`src/rtl/qam_pkg.sv`:
```
// Shared definitions for the QAM bit scheduler: modulation encodings,
// the bits-per-symbol mapping and the scheduler FSM state encodings.
package qam_pkg;

    // Widest symbol (64-QAM) and the width of the inter-request gap counter.
    localparam int SYM_W = 6;
    localparam int GAP_W = 8;

    // qam_mode encodings.
    localparam logic [1:0] MODE_QPSK  = 2'b00;
    localparam logic [1:0] MODE_QAM16 = 2'b01;
    localparam logic [1:0] MODE_QAM64 = 2'b10;
    localparam logic [1:0] MODE_RSVD  = 2'b11;

    // Scheduler FSM states.
    localparam logic [2:0] ST_IDLE = 3'd0;
    localparam logic [2:0] ST_GAP  = 3'd1;
    localparam logic [2:0] ST_REQ  = 3'd2;
    localparam logic [2:0] ST_CAP  = 3'd3;
    localparam logic [2:0] ST_OUT  = 3'd4;

    // Bits carried by one symbol; the reserved code falls back to QPSK.
    function automatic logic [2:0] bits_per_mode(input logic [1:0] mode);
        case (mode)
            MODE_QAM16: return 3'd4;
            MODE_QAM64: return 3'd6;
            default:    return 3'd2;
        endcase
    endfunction

endpackage

```
`src/rtl/qam_req_pacer.sv`:
```
// Gap timer: after a start pulse, done rises on the REQ_GAP-th cycle so the
// scheduler spends exactly REQ_GAP cycles idling before each bit request.
module qam_req_pacer
    import qam_pkg::*;
#(
    parameter int REQ_GAP = 4
) (
    input  logic clk,
    input  logic rst_n,
    input  logic start,
    output logic done
);

    // The cycle after start is the first gap cycle, so load one less than the gap.
    localparam logic [GAP_W-1:0] LOAD = GAP_W'(REQ_GAP - 1);

    logic [GAP_W-1:0] cnt;

    // Down-counter, reloaded on start and parked at zero once expired.
    always_ff @(posedge clk or negedge rst_n) begin
        if (!rst_n) begin
            cnt <= '0;
        end else if (start) begin
            cnt <= LOAD;
        end else if (cnt != '0) begin
            cnt <= cnt - GAP_W'(1);
        end
    end

    assign done = (cnt == '0);

endmodule

```
`src/rtl/qam_bit_sched.sv`:
```
// QAM bit scheduler: paces single-bit requests to an m-sequence generator,
// assembles 2/4/6-bit symbols MSB-first and hands them to the mapper over a
// valid/ready handshake, counting accepted symbols.
module qam_bit_sched
    import qam_pkg::*;
#(
    parameter int REQ_GAP = 4,
    parameter int CNT_W   = 16
) (
    input  logic             clk,
    input  logic             rst_n,
    input  logic             en,
    input  logic [1:0]       qam_mode,
    output logic             gen_bit_req,
    input  logic             m_seq_out,
    output logic [SYM_W-1:0] sym_data,
    output logic [1:0]       sym_mode,
    output logic             sym_valid,
    input  logic             sym_ready,
    output logic [CNT_W-1:0] sym_cnt
);

    logic [2:0]       state;
    logic [2:0]       state_nxt;
    logic [2:0]       bit_cnt;
    logic [SYM_W-1:0] shreg;
    logic             gap_start;
    logic             gap_done;
    logic             last_bit;
    logic             handshake;

    assign handshake = (state == ST_OUT) && sym_ready;
    // The bit being captured this cycle completes the symbol.
    assign last_bit  = (3'(bit_cnt + 3'd1) == bits_per_mode(sym_mode));

    // Next-state selection for the request/capture/present loop.
    always_comb begin
        // NOTE: default first so every path assigns state_nxt and no latch is inferred.
        state_nxt = state;
        case (state)
            ST_IDLE: if (en) state_nxt = ST_GAP;
            ST_GAP: begin
                if (!en)          state_nxt = ST_IDLE;
                else if (gap_done) state_nxt = ST_REQ;
            end
            ST_REQ:  state_nxt = ST_CAP;
            ST_CAP: begin
                if (!en)          state_nxt = ST_IDLE;
                else if (last_bit) state_nxt = ST_OUT;
                else              state_nxt = ST_GAP;
            end
            ST_OUT:  if (sym_ready) state_nxt = en ? ST_GAP : ST_IDLE;
            default: state_nxt = ST_IDLE;
        endcase
    end

    // Every entry into GAP restarts the gap timer.
    assign gap_start = (state_nxt == ST_GAP) && (state != ST_GAP);

    qam_req_pacer #(
        .REQ_GAP(REQ_GAP)
    ) u_pacer (
        .clk  (clk),
        .rst_n(rst_n),
        .start(gap_start),
        .done (gap_done)
    );

    // State register.
    always_ff @(posedge clk or negedge rst_n) begin
        // NOTE: sequential state uses non-blocking assignments so all flops update together.
        if (!rst_n) state <= ST_IDLE;
        else        state <= state_nxt;
    end

    // Symbol assembly: mode latch, bit counter and MSB-first shift register.
    always_ff @(posedge clk or negedge rst_n) begin
        if (!rst_n) begin
            sym_mode <= MODE_QPSK;
            bit_cnt  <= '0;
            shreg    <= '0;
        end else begin
            case (state)
                ST_IDLE: begin
                    if (en) begin
                        sym_mode <= qam_mode;
                        bit_cnt  <= '0;
                        shreg    <= '0;
                    end
                end
                ST_CAP: begin
                    if (!en) begin
                        // Abort: the partial symbol is dropped.
                        bit_cnt <= '0;
                        shreg   <= '0;
                    end else begin
                        shreg   <= {shreg[SYM_W-2:0], m_seq_out};
                        bit_cnt <= bit_cnt + 3'd1;
                    end
                end
                ST_OUT: begin
                    if (sym_ready) begin
                        // Symbol accepted: start afresh with the current mode.
                        sym_mode <= qam_mode;
                        bit_cnt  <= '0;
                        shreg    <= '0;
                    end
                end
                default: ;
            endcase
        end
    end

    // Accepted-symbol counter, wrapping naturally at its width.
    always_ff @(posedge clk or negedge rst_n) begin
        if (!rst_n)         sym_cnt <= '0;
        else if (handshake) sym_cnt <= sym_cnt + CNT_W'(1);
    end

    assign gen_bit_req = (state == ST_REQ);
    assign sym_valid   = (state == ST_OUT);
    assign sym_data    = sym_valid ? shreg : '0;

endmodule

```
`config.mk`:
```
export PLATFORM = sky130hd
export DESIGN_NAME = qam_bit_sched
export DESIGN_NICKNAME = d
export VERILOG_FILES = /design/src/rtl/qam_pkg.sv /design/src/rtl/qam_req_pacer.sv /design/src/rtl/qam_bit_sched.sv
export SDC_FILE = /design/constraint.sdc
export NUM_CORES = 1
export LEC_CHECK = 0
export BUFFER_PORTS_ARGS = -buffer_cell sky130_fd_sc_hd__buf_2
export CORE_ASPECT_RATIO = 1.5
export CORE_MARGIN = 2
export CORE_UTILIZATION = 58
export CTS_CLUSTER_DIAMETER = 80
export CTS_CLUSTER_SIZE = 20
export DETAILED_ROUTE_END_ITERATION = 7
export PLACE_DENSITY_LB_ADDON = 0.05
export REMOVE_ABC_BUFFERS = 1
export SLEW_MARGIN = 0
export SYNTH_ARGS = -nofsm -noshare
export SYNTH_HDL_FRONTEND = slang
export SYNTH_SLANG_ARGS = --single-unit
```
`constraint.sdc`:
```
create_clock -name clk -period 5.4 [get_ports clk]
set_input_delay 1.08 -clock clk [delete_from_list [all_inputs] [get_ports clk]]
set_output_delay 1.08 -clock clk [all_outputs]
set_load 0.05 [all_outputs]
```
* Word level (Yosys, flattened, before mapping)
Index checks and enable logic that the tools add are counted.
** Cells by class
- Reduce and logical (&&, ||, !) cells :: 10
- Equal/unequal tests :: 11
- Add/subtract/negate cells :: 3
- Mux-type cells :: 23
** Operators by type and width (count)
- two-way mux 3 bit :: 9
- two-way mux 6 bit :: 4
- case mux 6 bit (3 select lines) :: 1
- adder 16 x 1 -> 16 bit (second input constant) :: 1
- two-way mux 8 bit :: 2
- case mux 3 bit (5 select lines) :: 1
- case mux 3 bit (3 select lines) :: 1
- logical NOT 8 bit :: 1
- nonzero test 8 bit :: 1
- subtractor 8 x 1 -> 8 bit (second input constant) :: 1
- == test 3 x 1 -> 1 bit (second input constant) :: 2
- == test 3 x 2 -> 1 bit (second input constant) :: 2
- case mux 3 bit (2 select lines) :: 1
- AND reduction 3 bit :: 2
- two-way mux 2 bit :: 2
- case mux 2 bit (2 select lines) :: 1
- nonzero test 2 bit :: 2
- adder 3 x 1 -> 3 bit (second input constant) :: 1
- == test 3 bit :: 1
- == test 3 bit (second input constant) :: 1
- logical NOT 3 bit :: 1
- inequality test 3 x 1 -> 1 bit (second input constant) :: 1
- nonzero test 3 bit :: 1
- == test 2 x 1 -> 1 bit (second input constant) :: 1
- other kinds (5) :: 6
** Storage, ports and cells
- Output and inout port bits :: 26
- Logic and storage cells :: 53
- Flip-flop bits (word level) :: 38
- Input bits :: 7

* Longest topological paths before layout
Gate-level depths: netlist (run 1).
- Word-level depth :: 9
- Gate-level depth with buffers :: 6
- Depth with buffers taken out :: 6

* Hierarchy
Synthesis (run 1) repeated with hierarchy kept, for this count alone.
** Unflattened totals
- Cells, all modules :: 171
- Area total of the unflattened synthesis :: 1901.8 sq um
** Modules (own cells, without submodules)
- qam_bit_sched :: cells an instance 128, instances 1, sequential area each 750.7 sq um, area each 1471.4 sq um
- qam_req_pacer :: cells an instance 43, instances 1, sequential area each 200.2 sq um, area each 430.4 sq um

* Worst setup path before layout (run 1)
OpenSTA, ideal clock, no wires.
- Path kind :: flip-flop to output port
- Start :: reg state[1]
- End :: out sym_data[0]
- Arrival time :: 1908 ps
- Slack :: 2412 ps
- Required time :: 4320 ps
- Buffers on the path :: 1
- Cell stages (with the launch flop) :: 4
- Cell sequence :: dfrtp_1 buf_2 nor3b_2 and2_1
** Between the ends
- Cells in the longest elaborated chain, start to end :: 2
** Ends and longest elaborated chain
- start, declared :: line qam_bit_sched.sv:23 : logic [2:0] state;
- start signal, assigned :: line qam_bit_sched.sv:73 : else state <= state_nxt;
- == test 3 bit :: line qam_bit_sched.sv:121 : assign sym_valid = (state == ST_OUT);
- via sym_valid :: line qam_bit_sched.sv:18 : output logic sym_valid,
- two-way mux 6 bit :: line qam_bit_sched.sv:122 : assign sym_data = sym_valid ? shreg : '0;
- end, declared :: line qam_bit_sched.sv:16 : output logic [SYM_W-1:0] sym_data,
The timed path passes the listed nets, and every way through them passes these cells.

* Worst setup path after layout (run 1)
- Start :: reg state[2]
- End :: out sym_data[4]
** Between the ends
- Cells in the longest elaborated chain, start to end :: 2
** Ends and longest elaborated chain (line)
- == test 3 bit :: qam_bit_sched.sv:121
- two-way mux 6 bit :: qam_bit_sched.sv:122
Every way passes these cells.

==> results of run 1 <==
-- flip-flops by register name, summed over array words and instances, names as in the netlist --
register     flops
bit_cnt          3
sym_mode         2
state            3
sym_cnt         16
shreg            6
u_pacer.cnt      8
-- placed cells by master, fill, tap and decap left out, drive strengths merged, types with 3 or more instances in the layout --
cell type / instances
nor2: 12
ha: 4
nor3b: 4
clkbuf: 7
inv: 7
or3: 3
and2: 7
dfrtp: 38
nand4: 4
buf: 32
nand2: 7
xor2: 5
a22o: 7
a211oi: 3
xnor2: 17
nand3: 7
mux2: 4
-- per-stage QoR --
step	power (mW)	area, sq um	setup WS [ps]
global placement	0.644	2070	2940
CTS	0.853	2160	2620
floorplan	0.592	1860	2460
finish	0.848	2160	2630
global route	0.895	2160	2470
detailed placement	0.653	2070	2890
-- critical path, delay by kind of cell (launching register included) --
kind | cells | cell delay [ps]
and+or+nand+nor | 2 | 640
DFF | 1 | 510
buffers and inverters | 1 | 260
-- power by group --
group          switching [mW]  internal [mW]
clock                  0.0970          0.103
combinational           0.150          0.124
sequential             0.0504          0.323
total                   0.297          0.550
-- area by class of cell --
type | count | area, sq um
fillers | 246 | 963
repair buffers | 32 | 160
inverters | 7 | 26.3
clock inverters | 1 | 5.00
clock buffers | 7 | 86.3
well taps | 40 | 50.0
flip-flops and latches | 38 | 951
multi-input cells | 114 | 886
-- layer usage --
metal,routed length (um),global-route usage,up-vias
met5,0,0,-
met4,48,0.0811,0
met3,146,0.0569,5
met2,1700,0.338,31
met1,1480,0.251,644
li1,-,-,647
-- how the worst min path moves through the flow --
stage / startpoint / to / slack [ps] / cells past startpoint
finish: sym_cnt[15] / sym_cnt[15] / 470 / 1
global route: bit_cnt[2] / bit_cnt[2] / 490 / 1
global placement: sym_cnt[15] / sym_cnt[15] / 460 / 1
CTS: sym_cnt[15] / sym_cnt[15] / 480 / 1
floorplan: bit_cnt[2] / bit_cnt[2] / 440 / 1
detailed placement: sym_cnt[15] / sym_cnt[15] / 470 / 1
-- kinds of logic (layout without fill, tap and decap cells) --
logic type | after synthesis | count (layout) | synth area share
muxes | 5 | 5 | 0.0291
AOI/OAI and AO/OA | 22 | 22 | 0.101
adders and majority gates | 4 | 4 | 0.0265
DFF | 38 | 38 | 0.503
xor gates and xnor gates | 23 | 23 | 0.115
buffers and inverters | 13 | 47 | 0.0278
and+or+nand+nor | 60 | 60 | 0.197
==> run summary, run 1 <==
=========================================================================================
Vias in the first global route                                                       1268
Clock Tree Root                                                              sky130_fd_sc_hd__clkbuf_8
Post-layout net count                                                                 209
CTS-repair resized insts                                                                0
Yosys warns                                                                             0
Number of levels in the clock H-tree                                                    2
Endpoint of the most critical register-to-register path                      u_pacer.cnt[1]
Number of flops mapped to enable cells by yosys                                         0
Max_slew headroom                                                                   0.459
Hold buffer count at CTS                                                                0
Worst Reg2Reg Path Length in Cells                                                      6
Total I/O pin count                                                                    33
Area of the mapped netlist                                                     1890 sq um
Global-route usage over all layers                                                  0.203
Total DRC errors in the routed layout                                                   0
Proportion of register bits with asynchronous set or reset after synthesis           1.00
Clock tree from TritonCTS                                                           built
Launching element of the worst setup path                                        state[2]
DRC violation total after the first TritonRoute iteration                              19
Worst skew pair latency                                                            290 ps
Final standard cell count with taps included and fillers excluded                     239
Clock skew after layout                                                           6.38 ps
Maximum fanout encountered on the critical timing path                                 10
Max frequency                                                                   0.360 GHz
End-of-flow core utilization                                                        0.692
Critical Path Source Type                                                            flop
Share of the cycle needed by the critical path after routing                        0.514
First-pass GRT wire length                                                        5690 um
Slowest stage delay, CP                                                            510 ps
Number of antenna violations at the first check in global routing                       0
Most instantiated cells after synthesis                                      sky130_fd_sc_hd__dfrtp_1 (38), sky130_fd_sc_hd__xnor2_1 (17), sky130_fd_sc_hd__nor2_1 (12)
Accumulated negative setup slack                                                     0 ps
Portion of synthesized cell area occupied by the leading cell type                  0.503
Final critical path time including I/O delays and setup                           2770 ps
P_leak                                                                            1.08 nW
Worst Hold Slack                                                                   474 ps
Grt total ovfl                                                                          0
Quantity of I/O buffers inserted on ports                                              32
Detailed-router iteration count before antenna repair                                   4
Std-Cell Core Area                                                             3130 sq um
Synthesis-to-finish area growth                                                     14.6%
Standard-cell rows                                                                     25
Unrepaired setup endpoints after global routing                                        no
Part of the Yosys area used for sequential elements                                 0.503
Register-to-register setup slack                                                  3270 ps
Die Area                                                                       3740 sq um
Cell with the most instances after synthesis                                 sky130_fd_sc_hd__dfrtp_1
Die height                                                                        73.9 um
Syn_area_per_cell                                                              11.5 sq um
Number of setup buffers added after CTS                                                 0
Half-perimeter wire length after placement                                        2450 um
Reg2Reg Launch Point                                                         u_pacer.cnt[0]
Top cells by area, synth                                                     sky130_fd_sc_hd__dfrtp_1 (50%), sky130_fd_sc_hd__xnor2_1 (7.9%), sky130_fd_sc_hd__a22o_1 (3.2%)
Vias after detailed routing                                                          1327
Kind of end point of the critical path                                       primary output
Placed cell count                                                                     231
Fraction of layout instances using a drive strength above 1                         0.231
Arrival time reported for the critical path endpoint                              1690 ps
Maximum number of pins on one net before global-route repair                           39
IR Drop Worst-Case VDD                                                           0.315 mV
Critical path endpoint                                                        sym_data[4]
Clock tree buffer depth                                                                 2
Cells along the critical path                                                nor3b_2, and2_1, buf_2
Commonest register cell after synthesis                                      sky130_fd_sc_hd__dfrtp_1
Cell accounting for the most synthesized area                                sky130_fd_sc_hd__dfrtp_1
Via count normalized by instance count                                               5.55
Critical-path top delay cell                                                 sky130_fd_sc_hd__dfrtp_1
P per Cell Area                                                               392 nW/um^2
Crit Path Class                                                              flop to primary output
Worst min-delay path class                                                   flop to flop
Distinct cells, synth                                                                  40
Max-cap violations                                                                      0
Drt total wl                                                                      3380 um
Outcome                                                                      finished clean
Average routed wire per standard cell                                             14.1 um
Final RePlAce weighted congestion                                                   0.812
Sink count of the clock tree                                                           38
Yosys reg bits                                                                         38
Number of max-slew violations in the final report                                       0
Total inserted antenna cells                                                            0
Syn Inst Count                                                                        165
Hold violation count in the final report                                                0
Final setup vio count                                                                   0
Effective utilization at floorplan                                                  0.604
Worst Path Required                                                               4320 ps
Clock slew seen by the registers of the worst setup and hold paths                  70 ps
Slew at the pin with the worst max-slew slack                                      811 ps
Final antenna-violating net count                                                       0
Die Span X                                                                        50.6 um
Cts bufs inserted                                                                       5
=========================================================================================
Power figures use the tool's default switching activity.
==> inputs of run 2 (changes only) <==
Settings changed: CORE_UTILIZATION 58 to 55.
Clock period 5.4 ns to 2.6 ns, I/O delays scaled along.
==> run summary, run 2 (synthesized netlist as in run 1, its figures left out) <==
=================================================================================
Accumulated negative setup slack                                             0 ps
Die Area                                                               3930 sq um
Number of max-slew violations in the final report                               0
Grt total ovfl                                                                  0
Sink count of the clock tree                                                   38
Unrepaired setup endpoints after global routing                                no
Cts bufs inserted                                                               5
Die height                                                                75.8 um
IR Drop Worst-Case VDD                                                   0.498 mV
Number of setup buffers added after CTS                                         0
Reg2Reg Launch Point                                                 u_pacer.cnt[0]
Worst setup margin                                                         383 ps
Fraction of layout instances using a drive strength above 1                 0.231
Average routed wire per standard cell                                     14.8 um
Final setup vio count                                                           0
Top flop regs                                                        sym_cnt (16), u_pacer.cnt (8), shreg (6)
Final critical path time including I/O delays and setup                   2220 ps
Kind of end point of the critical path                               primary output
Effective utilization at floorplan                                          0.564
Via count normalized by instance count                                       5.60
Clock skew after layout                                                   1.59 ps
Clock Tree Root                                                      sky130_fd_sc_hd__clkbuf_8
Maximum fanout encountered on the critical timing path                         10
Total I/O pin count                                                            33
Std-Cell Core Area                                                     3350 sq um
Total DRC errors in the routed layout                                           0
Max FFs per register                                                           16
P per Cell Area                                                       821 nW/um^2
Leading cell types in the layout, fill and taps excluded             sky130_fd_sc_hd__dfrtp_1 (38), sky130_fd_sc_hd__buf_2 (32), sky130_fd_sc_hd__xnor2_1 (17), sky130_fd_sc_hd__nor2_1 (12)
Vias in the first global route                                               1283
Synthesis-to-finish area growth                                             14.7%
Total inserted antenna cells                                                    0
Pre-CTS setup slack                                                        540 ps
Half-perimeter wire length after placement                                2590 um
Clock tree buffer depth                                                         2
Detailed-router iteration count before antenna repair                           4
Hold buffer count at CTS                                                        0
Maximum number of pins on one net before global-route repair                   39
Max-cap violations                                                              0
P_leak                                                                    1.08 nW
Slew at the pin with the worst max-slew slack                              824 ps
Post-layout net count                                                         209
Quantity of I/O buffers inserted on ports                                      32
Max_slew headroom                                                           0.451
Arrival time reported for the critical path endpoint                      1700 ps
Worst Reg2Reg Path Length in Cells                                              6
Number of levels in the clock H-tree                                            2
Clock tree from TritonCTS                                                   built
Share of the cycle needed by the critical path after routing                0.853
Endpoint of the most critical register-to-register path              u_pacer.cnt[1]
DRC violation total after the first TritonRoute iteration                      22
Crit Path Class                                                      flop to primary output
Number of antenna violations at the first check in global routing               0
Max frequency                                                           0.451 GHz
Register-to-register setup slack                                           480 ps
Final RePlAce weighted congestion                                           0.833
Commonest non-fill, non-tap cell in the layout                       sky130_fd_sc_hd__dfrtp_1
Drt total wl                                                              3570 um
Outcome                                                              finished clean
Critical Path Source Type                                                    flop
CTS-repair resized insts                                                        0
Die Span X                                                                51.9 um
Worst skew pair latency                                                    280 ps
Vias after detailed routing                                                  1350
Worst Path Required                                                       2080 ps
Global-route usage over all layers                                          0.199
Worst min-delay path class                                           primary input to async pin
Standard-cell rows                                                             26
Register with the highest flop count                                      sym_cnt
Final antenna-violating net count                                               0
Hold violation count in the final report                                        0
Clock slew seen by the registers of the worst setup and hold paths          70 ps
First-pass GRT wire length                                                5840 um
=================================================================================
-- run 2: through the flow --
| step | utilization | power [mW] | instance area, sq um | hold slack (ps) | std cells |
|---|---|---|---|---|---|
| 2_1_floorplan | - | 1.23 | 1860 | 224 | 159 |
| 3_3_place_gp | 0.619 | 1.33 | 2080 | 458 | 233 |
| 4_1_cts | 0.647 | 1.79 | 2170 | 359 | 241 |
| 3_5_place_dp | 0.619 | 1.37 | 2080 | 465 | 233 |
| 6_report | 0.647 | 1.78 | 2170 | 331 | 241 |
| 5_1_grt | 0.647 | 1.89 | 2170 | 399 | 241 |
-- run 2: worst max path at each step --
stage / endpoint / cells past startpoint / slack, ps / from
2_1_floorplan: u_pacer.cnt[1] / 4 / 160 / state[1]
3_3_place_gp: u_pacer.cnt[1] / 6 / 660 / u_pacer.cnt[0]
3_5_place_dp: u_pacer.cnt[1] / 6 / 540 / u_pacer.cnt[0]
4_1_cts: sym_data[5] / 3 / 360 / state[2]
5_1_grt: sym_data[5] / 3 / 230 / state[2]
6_report: sym_data[3] / 3 / 380 / state[2]
-- run 2: power breakdown --
group	switching [mW]	total (mW)	internal [mW]
registers	0.109	0.780	0.671
clock network	0.200	0.414	0.214
logic	0.327	0.585	0.258
total	0.635	1.78	1.14
-- run 2: worst max-delay path, cell delays in order, from the launching register on --
cell and delay [ps]:
sky130_fd_sc_hd__dfrtp_1 510, sky130_fd_sc_hd__nor3b_2 460, sky130_fd_sc_hd__and2_1 190, sky130_fd_sc_hd__buf_2 260
-- run 2: area by class of cell --
type                    count  area (sq um)
well taps                  42          52.6
fillers                   281          1180
inverters                   7          26.3
clock buffers               7          86.3
repair buffers             32           160
clock inverters             1          5.00
flip-flops and latches     38           951
multi-input cells         114           886
-- run 2: routing by layer --
layer / GRT usage / wire length, um / up-vias
met3: 0.0490 / 123 / 6
li1: - / - / 648
met1: 0.241 / 1500 / 653
met2: 0.343 / 1900 / 43
met4: 0.0673 / 42 / 0
met5: 0 / 0 / -
